$ cat config.mk
export PLATFORM = sky130hd
export DESIGN_NAME = hci_mem_bank_responder
export DESIGN_NICKNAME = d
export VERILOG_FILES = /design/src/rtl/hci_mem_bank_pkg.sv /design/src/rtl/hci_mem_bank_lfsr.sv /design/src/rtl/hci_mem_bank_responder.sv
export SDC_FILE = /design/constraint.sdc
export NUM_CORES = 2
export LEC_CHECK = 0
export ABC_AREA = 1
export CORE_UTILIZATION = 35
export DETAILED_ROUTE_END_ITERATION = 6
export PLACE_DENSITY = 0.52
export RECOVER_POWER = 25
export SLEW_MARGIN = 20
export SYNTH_ARGS = -nofsm -noshare
export SYNTH_HDL_FRONTEND = slang
export SYNTH_SLANG_ARGS = --single-unit
$ cat constraint.sdc
create_clock -name clk_i -period 6.7 [get_ports clk_i]
set_input_delay 1.34 -clock clk_i [delete_from_list [all_inputs] [get_ports clk_i]]
set_output_delay 1.34 -clock clk_i [all_outputs]
set_load 0.1 [all_outputs]
$ cat src/rtl/hci_mem_bank_pkg.sv
// Shared types, constants and helpers for the HCI memory bank responder.
// Optional grant-stall injection is enabled with HCI_MEM_BANK_STALL_EN.
package hci_mem_bank_pkg;

    typedef enum logic {
        INIT  = 1'b0,
        READY = 1'b1
    } bank_state_e;

    localparam logic [15:0] LFSR_SEED = 16'hACE1;
    // x^16 + x^14 + x^13 + x^11 + 1 -> state bits 15, 13, 12, 10
    localparam logic [15:0] LFSR_TAPS = 16'hB400;

    localparam int MAX_DW = 256;

    function automatic logic [MAX_DW-1:0] be_to_bitmask(
        input logic [MAX_DW-1:0] be,
        input int                bw
    );
        logic [MAX_DW-1:0] mask;
        mask = '0;
        for (int i = 0; i < MAX_DW; i++) begin
            mask[8'(i)] = be[8'(i / bw)];
        end
        return mask;
    endfunction

endpackage

$ cat src/rtl/hci_mem_bank_lfsr.sv
// Free-running 16-bit Fibonacci LFSR; its LSB drives grant stalls.
// Only instantiated when HCI_MEM_BANK_STALL_EN is defined.
module hci_mem_bank_lfsr
    import hci_mem_bank_pkg::*;
(
    input  logic clk_i,
    input  logic rst_i,
    output logic lsb_o
);

    logic [15:0] r_lfsr;
    logic        w_fb;

    assign w_fb  = ^(r_lfsr & LFSR_TAPS);
    assign lsb_o = r_lfsr[0];

    always_ff @(posedge clk_i or posedge rst_i) begin
        if (rst_i) begin
            r_lfsr <= LFSR_SEED;
        end else begin
            r_lfsr <= {r_lfsr[14:0], w_fb};
        end
    end

endmodule

$ cat src/rtl/hci_mem_bank_responder.sv
// Single-port TCDM bank for the HCI log interconnect, 1-cycle responses.
// Define HCI_MEM_BANK_STALL_EN to inject pseudo-random grant stalls.
module hci_mem_bank_responder
    import hci_mem_bank_pkg::*;
#(
    parameter int NWORDS = 64,
    parameter int AW     = 32,
    parameter int DW     = 32,
    parameter int BW     = 8,
    parameter int UW     = 1,
    parameter int IW     = 8
) (
    input  logic                         clk_i,
    input  logic                         rst_i,
    input  logic                         clear_i,
    output logic                         busy_o,
    input  logic                         req_i,
    output logic                         gnt_o,
    input  logic [AW-1:0]                add_i,
    input  logic                         wen_i,
    input  logic [DW/BW-1:0]             be_i,
    input  logic [DW-1:0]                data_i,
    input  logic [((UW > 0) ? UW : 1)-1:0] user_i,
    input  logic [IW-1:0]                id_i,
    output logic                         r_valid_o,
    output logic [DW-1:0]                r_data_o,
    output logic [((UW > 0) ? UW : 1)-1:0] r_user_o,
    output logic [IW-1:0]                r_id_o
);

    localparam int IDXW = $clog2(NWORDS);
    localparam int UWI  = (UW > 0) ? UW : 1;

    bank_state_e     r_state;
    bank_state_e     w_state_nxt;
    logic [IDXW-1:0] r_cnt;
    logic [IDXW-1:0] w_cnt_nxt;

    logic [DW-1:0]   r_mem  [NWORDS];
    logic [UWI-1:0]  r_umem [NWORDS];

    logic            r_valid;
    logic [DW-1:0]   r_data;
    logic [UWI-1:0]  r_user;
    logic [IW-1:0]   r_id;

    logic            w_stall;
    logic            w_xfer;
    logic [IDXW-1:0] w_idx;
    logic [DW-1:0]   w_mask;
    logic            w_unused;

`ifdef HCI_MEM_BANK_STALL_EN
    hci_mem_bank_lfsr u_lfsr (
        .clk_i (clk_i),
        .rst_i (rst_i),
        .lsb_o (w_stall)
    );
`else
    assign w_stall = 1'b0;
`endif

    assign w_idx    = add_i[IDXW+1:2];
    assign w_unused = ^{add_i[AW-1:IDXW+2], add_i[1:0], user_i};
    assign w_mask   = DW'(be_to_bitmask(MAX_DW'(be_i), BW));

    assign busy_o = (r_state == INIT);
    assign gnt_o  = (r_state == READY) & req_i & ~w_stall;
    assign w_xfer = req_i & gnt_o;

    always_ff @(posedge clk_i or posedge rst_i) begin
        if (rst_i) begin
            r_state <= INIT;
            r_cnt   <= '0;
        end else begin
            r_state <= w_state_nxt;
            r_cnt   <= w_cnt_nxt;
        end
    end

    always_comb begin
        w_state_nxt = r_state;
        w_cnt_nxt   = r_cnt;
        unique case (r_state)
            INIT: begin
                w_cnt_nxt = r_cnt + 1'b1;
                if (clear_i) begin
                    w_cnt_nxt = '0;
                end else if (r_cnt == IDXW'(NWORDS - 1)) begin
                    w_state_nxt = READY;
                    w_cnt_nxt   = '0;
                end
            end
            READY: begin
                if (clear_i) begin
                    w_state_nxt = INIT;
                    w_cnt_nxt   = '0;
                end
            end
            default: begin
                w_state_nxt = INIT;
                w_cnt_nxt   = '0;
            end
        endcase
    end

    // Storage is never reset; the fill sequence defines its contents.
    always_ff @(posedge clk_i) begin
        if (r_state == INIT) begin
            r_mem[r_cnt]  <= '0;
            r_umem[r_cnt] <= '0;
        end else if (w_xfer && !wen_i) begin
            r_mem[w_idx] <= (r_mem[w_idx] & ~w_mask) | (data_i & w_mask);
            if (|be_i) begin
                r_umem[w_idx] <= user_i;
            end
        end
    end

    // Response carries the word as it was before this edge's write.
    always_ff @(posedge clk_i or posedge rst_i) begin
        if (rst_i) begin
            r_valid <= 1'b0;
            r_data  <= '0;
            r_user  <= '0;
            r_id    <= '0;
        end else begin
            r_valid <= w_xfer;
            if (w_xfer) begin
                r_data <= r_mem[w_idx];
                r_user <= r_umem[w_idx];
                r_id   <= id_i;
            end
        end
    end

    assign r_valid_o = r_valid;
    assign r_data_o  = r_data;
    assign r_user_o  = (UW > 0) ? r_user : '0;
    assign r_id_o    = r_id;

endmodule

==> qor.csv <==
stage;metric;value;unit
detailed_routing;post-DR wirelength/cell;25.2;µm
synthesis;Post-Synthesis Cells;7273;
timing;min cycle time layout;5.73;ns
clock_tree;number of sinks handled by clock tree synthesis;2161;
worst_setup_path;endpoint of the lowest-slack register-to-register path;r_mem[42][24];
timing;Peak Freq;175;MHz
clock_tree;H-tree depth;4;
synthesis;post-synth top area share;0.729;
floorplan;site row count;182;
timing;final critical-path share of the clock period;0.855;
clock_tree;clock slew at reported path FFs;0.06;ns
clock_tree;clock buffer count from CTS;216;
floorplan;effective utilization at floorplan;0.353;
worst_setup_path;cells on worst reg2reg path;8;
detailed_routing;number of search-and-repair iterations in the first detailed-routing pass;7;
timing;final setup violation count;0;
detailed_routing;count of antenna-violating nets left after detailed routing;0;
layout;share of post-route cells with drive strength above 1;0.0760;
detailed_routing;number of remaining DRC errors;6;
timing;max-slew violation total from the final report;1081;
timing;number of failing hold endpoints at the final stage;0;
placed_design;routability-driven placement congestion ratio;0.851;
detailed_routing;total length of routed wires;274000;µm
worst_setup_path;CP Launch Type;primary input;
synthesis;Synth Area per Inst;12.0;µm²
clock_tree;Root Buffer;clkbuf_16;
worst_setup_path;Crit Reg-Reg Startpoint;r_state;
clock_tree;Post-CTS Hold Buffers;0;
floorplan;vertical die dimension;501;µm
clock_tree;post-CTS resize count;0;
worst_hold_path;Worst Hold Endpoint;r_id_o[2];
detailed_routing;Vias per Instance;5.31;
placed_design;pre-CTS setup slack;0.938;ns
floorplan;core area;0.247;mm²
synthesis;net count after synthesis;7356;
timing;actual slew at the worst max-slew pin;3.41;ns
detailed_routing;number of DRC markers in iteration 0;6475;
worst_hold_path;hold_sp;r_id_o[2];
worst_hold_path;min-delay worst type;flop to flop;
power;pwr dens;282;mW/mm²
global_route;number of global-route vias before repair;54200;
floorplan;Chip Width;501;µm
timing;worst max-slew margin expressed relative to the limit;-1.27;
worst_setup_path;arrival time worst endpoint;6.14;ns
global_route;initial antenna violation count;16;
placed_design;Detailed Place HPWL;153000;µm
worst_setup_path;required time at the worst-slack endpoint;7.11;ns
timing;setup repair after global routing missed its margin;no;
power;IR drop worst, VDD;0.235;mV
worst_setup_path;Crit path largest cell delay;1.65;ns
outcome;outcome;complete, but fails checks;
layout;number of fill cells;23200;
synthesis;post-synthesis cell type with the largest combined area;edfxtp_1;
worst_setup_path;most frequent cell on the critical path;clkbuf_1;
layout;area overhead of the layout relative to synthesis;14.5;%
detailed_routing;routed via count;57700;
layout;final design area excluding fillers;0.0996;mm²
power;final total power;28100;µW
synthesis;top cells by area, synth;edfxtp_1 (73%), nand3_1 (12%), nand2_1 (9.8%);
global_route;total track usage;0.215;
synthesis;YS warnings;0;
clock_tree;Post-CTS Setup Repair Bufs;0;
timing;setup skew after layout;0.0346;ns
synthesis;area of the mapped netlist;0.0870;mm²
synthesis;FF+latch count, synth;2161;
worst_setup_path;capturing element type of the critical path;flop;
run;max-cap violation count;35;
clock_tree;Max Root-Sink Buffers;3;
global_route;global-route wire length before repair;392000;µm
clock_tree;clk_lat worst skew;0.85;ns
worst_setup_path;critical path class;primary input to flop;
worst_hold_path;Hold Path Cell Cnt;2;
synthesis;portion of the post-synthesis area used by sequential elements;0.743;
floorplan;IO Count;126;
floorplan;total die area;0.251;mm²
layout;count of nets after finishing;7455;
worst_setup_path;critical-path cell list;buf_8 > inv_8 > buf_12 > nand2_1 > o21ai_0 > inv_1 > nand4_1 > clkbuf_1 > nor2_1 > clkbuf_1;
synthesis;count of cell types in the netlist;31;
timing;worst setup margin;0.970;ns
power;Lkg Pwr;0.0363;µW
worst_setup_path;highest net fanout along the worst path;63;
global_route;maximum number of pins on one net before global-route repair;140;
layout;share of the core filled with cells;0.404;
clock_tree;CTS tree;yes;
timing;final setup TNS;0;ns
outcome;violated checks;design-rule violations, max-capacitance violations, max-slew violations;
worst_setup_path;Crit-path slowest cell;clkbuf_1;
global_route;Congestion Overflow GR;0;
placed_design;number of buffers added on ports;99;
placed_design;Post-DP Area;0.0934;mm²
worst_setup_path;FF-to-FF setup slack;1.15;ns
[power breakdown]
| group | internal, µW | switching, µW | leakage [µW] |
|---|---|---|---|
| Clock | 6430 | 5100 | 0.00322 |
| Sequential | 14700 | 35.3 | 0.0235 |
| Combinational | 418 | 1380 | 0.00957 |
[area by class of cell]
class,instances,area (µm²),area share
repair buffers,359,3290,0.0330
well taps,3312,4140,0.0416
diodes,9,22.5,0.000226
flip-flops and latches,2161,64600,0.649
multi-input cells,4597,20700,0.208
inverters,37,168,0.00168
clock buffers,280,5750,0.0577
clock inverters,114,848,0.00852
[worst max-delay path by stage]
stage          startpoint            end  slack (ns)
2_1_floorplan    add_i[7]   r_mem[56][0]        0.74
4_1_cts             req_i          gnt_o        1.67
3_5_place_dp     add_i[3]   r_mem[2][27]        0.94
6_report         add_i[3]  r_mem[42][24]        0.97
5_1_grt             req_i     r_umem[60]        0.85
3_3_place_gp     add_i[3]   r_mem[5][27]        0.94
[synth_stat cells]
| cell type | count |
|---|---|
| xnor2_1 | 1 |
| a21oi_1 | 35 |
| buf_1 | 54 |
| nand2_2 | 2 |
| nand3_2 | 2 |
| nand2_1 | 2270 |
| nor2_2 | 1 |
| clkinv_1 | 5 |
| buf_2 | 154 |
| nor3_1 | 5 |
| buf_6 | 3 |
| o21ai_2 | 5 |
| edfxtp_1 | 2112 |
| nor2_1 | 131 |
| o22ai_1 | 2 |
| inv_1 | 28 |
| nand3_1 | 2043 |
| nor2_8 | 1 |
| nor4_1 | 6 |
| xor2_1 | 2 |
| o21ai_4 | 3 |
| nand4_1 | 10 |
| ha_1 | 1 |
| dfrtp_1 | 49 |
| o21ai_1 | 2 |
| inv_2 | 4 |
| nor3_2 | 3 |
| nand2_4 | 1 |
| o21ai_0 | 71 |
| buf_4 | 21 |
| clkbuf_1 | 246 |
[sequential cells by signal (all words and copies together), names as in the netlist]
signal	flops
r_mem	2048
r_cnt	6
r_user_o	1
r_data_o	32
r_valid_o	1
r_id_o	8
r_umem	64
r_state	1
[layout by cell type, fill, tap and decap left out, types with 27 or more instances in the layout]
master	n
dfrtp_1	49
nor2_1	95
clkinv_2	27
a21oi_4	31
clkdlybuf4s50_1	47
dlygate4sd3_1	45
clkbuf_1	108
buf_12	42
clkbuf_16	221
nand2_1	2272
o21ai_0	74
nand3_1	2045
clkinv_1	69
nor2_4	36
buf_4	170
edfxtp_1	2112
[worst max-delay path, delay by kind of cell]
kind	cells	cell delay [ns]
buffers and inverters	6	3.46
AND/OR/NAND/NOR	3	0.79
AO/OA/AOI/OAI	1	0.23
[metrics by stage]
| stage | cells | hold slack [ns] |
|---|---|---|
| detailed placement | 10500 | 0.467 |
| global route | 10900 | 0.491 |
| CTS | 10900 | 0.483 |
| floorplan | 7273 | 0.470 |
| finish | 10900 | 0.475 |
| global placement | 10500 | 0.466 |
[routing by layer]
layer / wire [µm] / global-route usage / vias up
met5: 24 / 0 / -
met4: 10200 / 0.0782 / 4
met3: 20700 / 0.0364 / 406
met2: 128000 / 0.344 / 2270
met1: 115000 / 0.295 / 28800
li1: - / - / 26200
[logic make-up (layout without fill, tap and decap cells)]
kind of cell             Yosys count  count (layout)  share of synthesized area
buffers and inverters            515             790                     0.0256
AND/OR/NAND/NOR                 4475            4475                      0.224
flip-flops                      2161            2161                      0.743
AO/OA/AOI/OAI                    118             118                    0.00742
XOR/XNOR                           3               3                   0.000302
other                              0               9                          0
adder cells (fa/ha/maj)            1               1                   0.000144
Note: power is estimated with default switching activity, not from simulation.
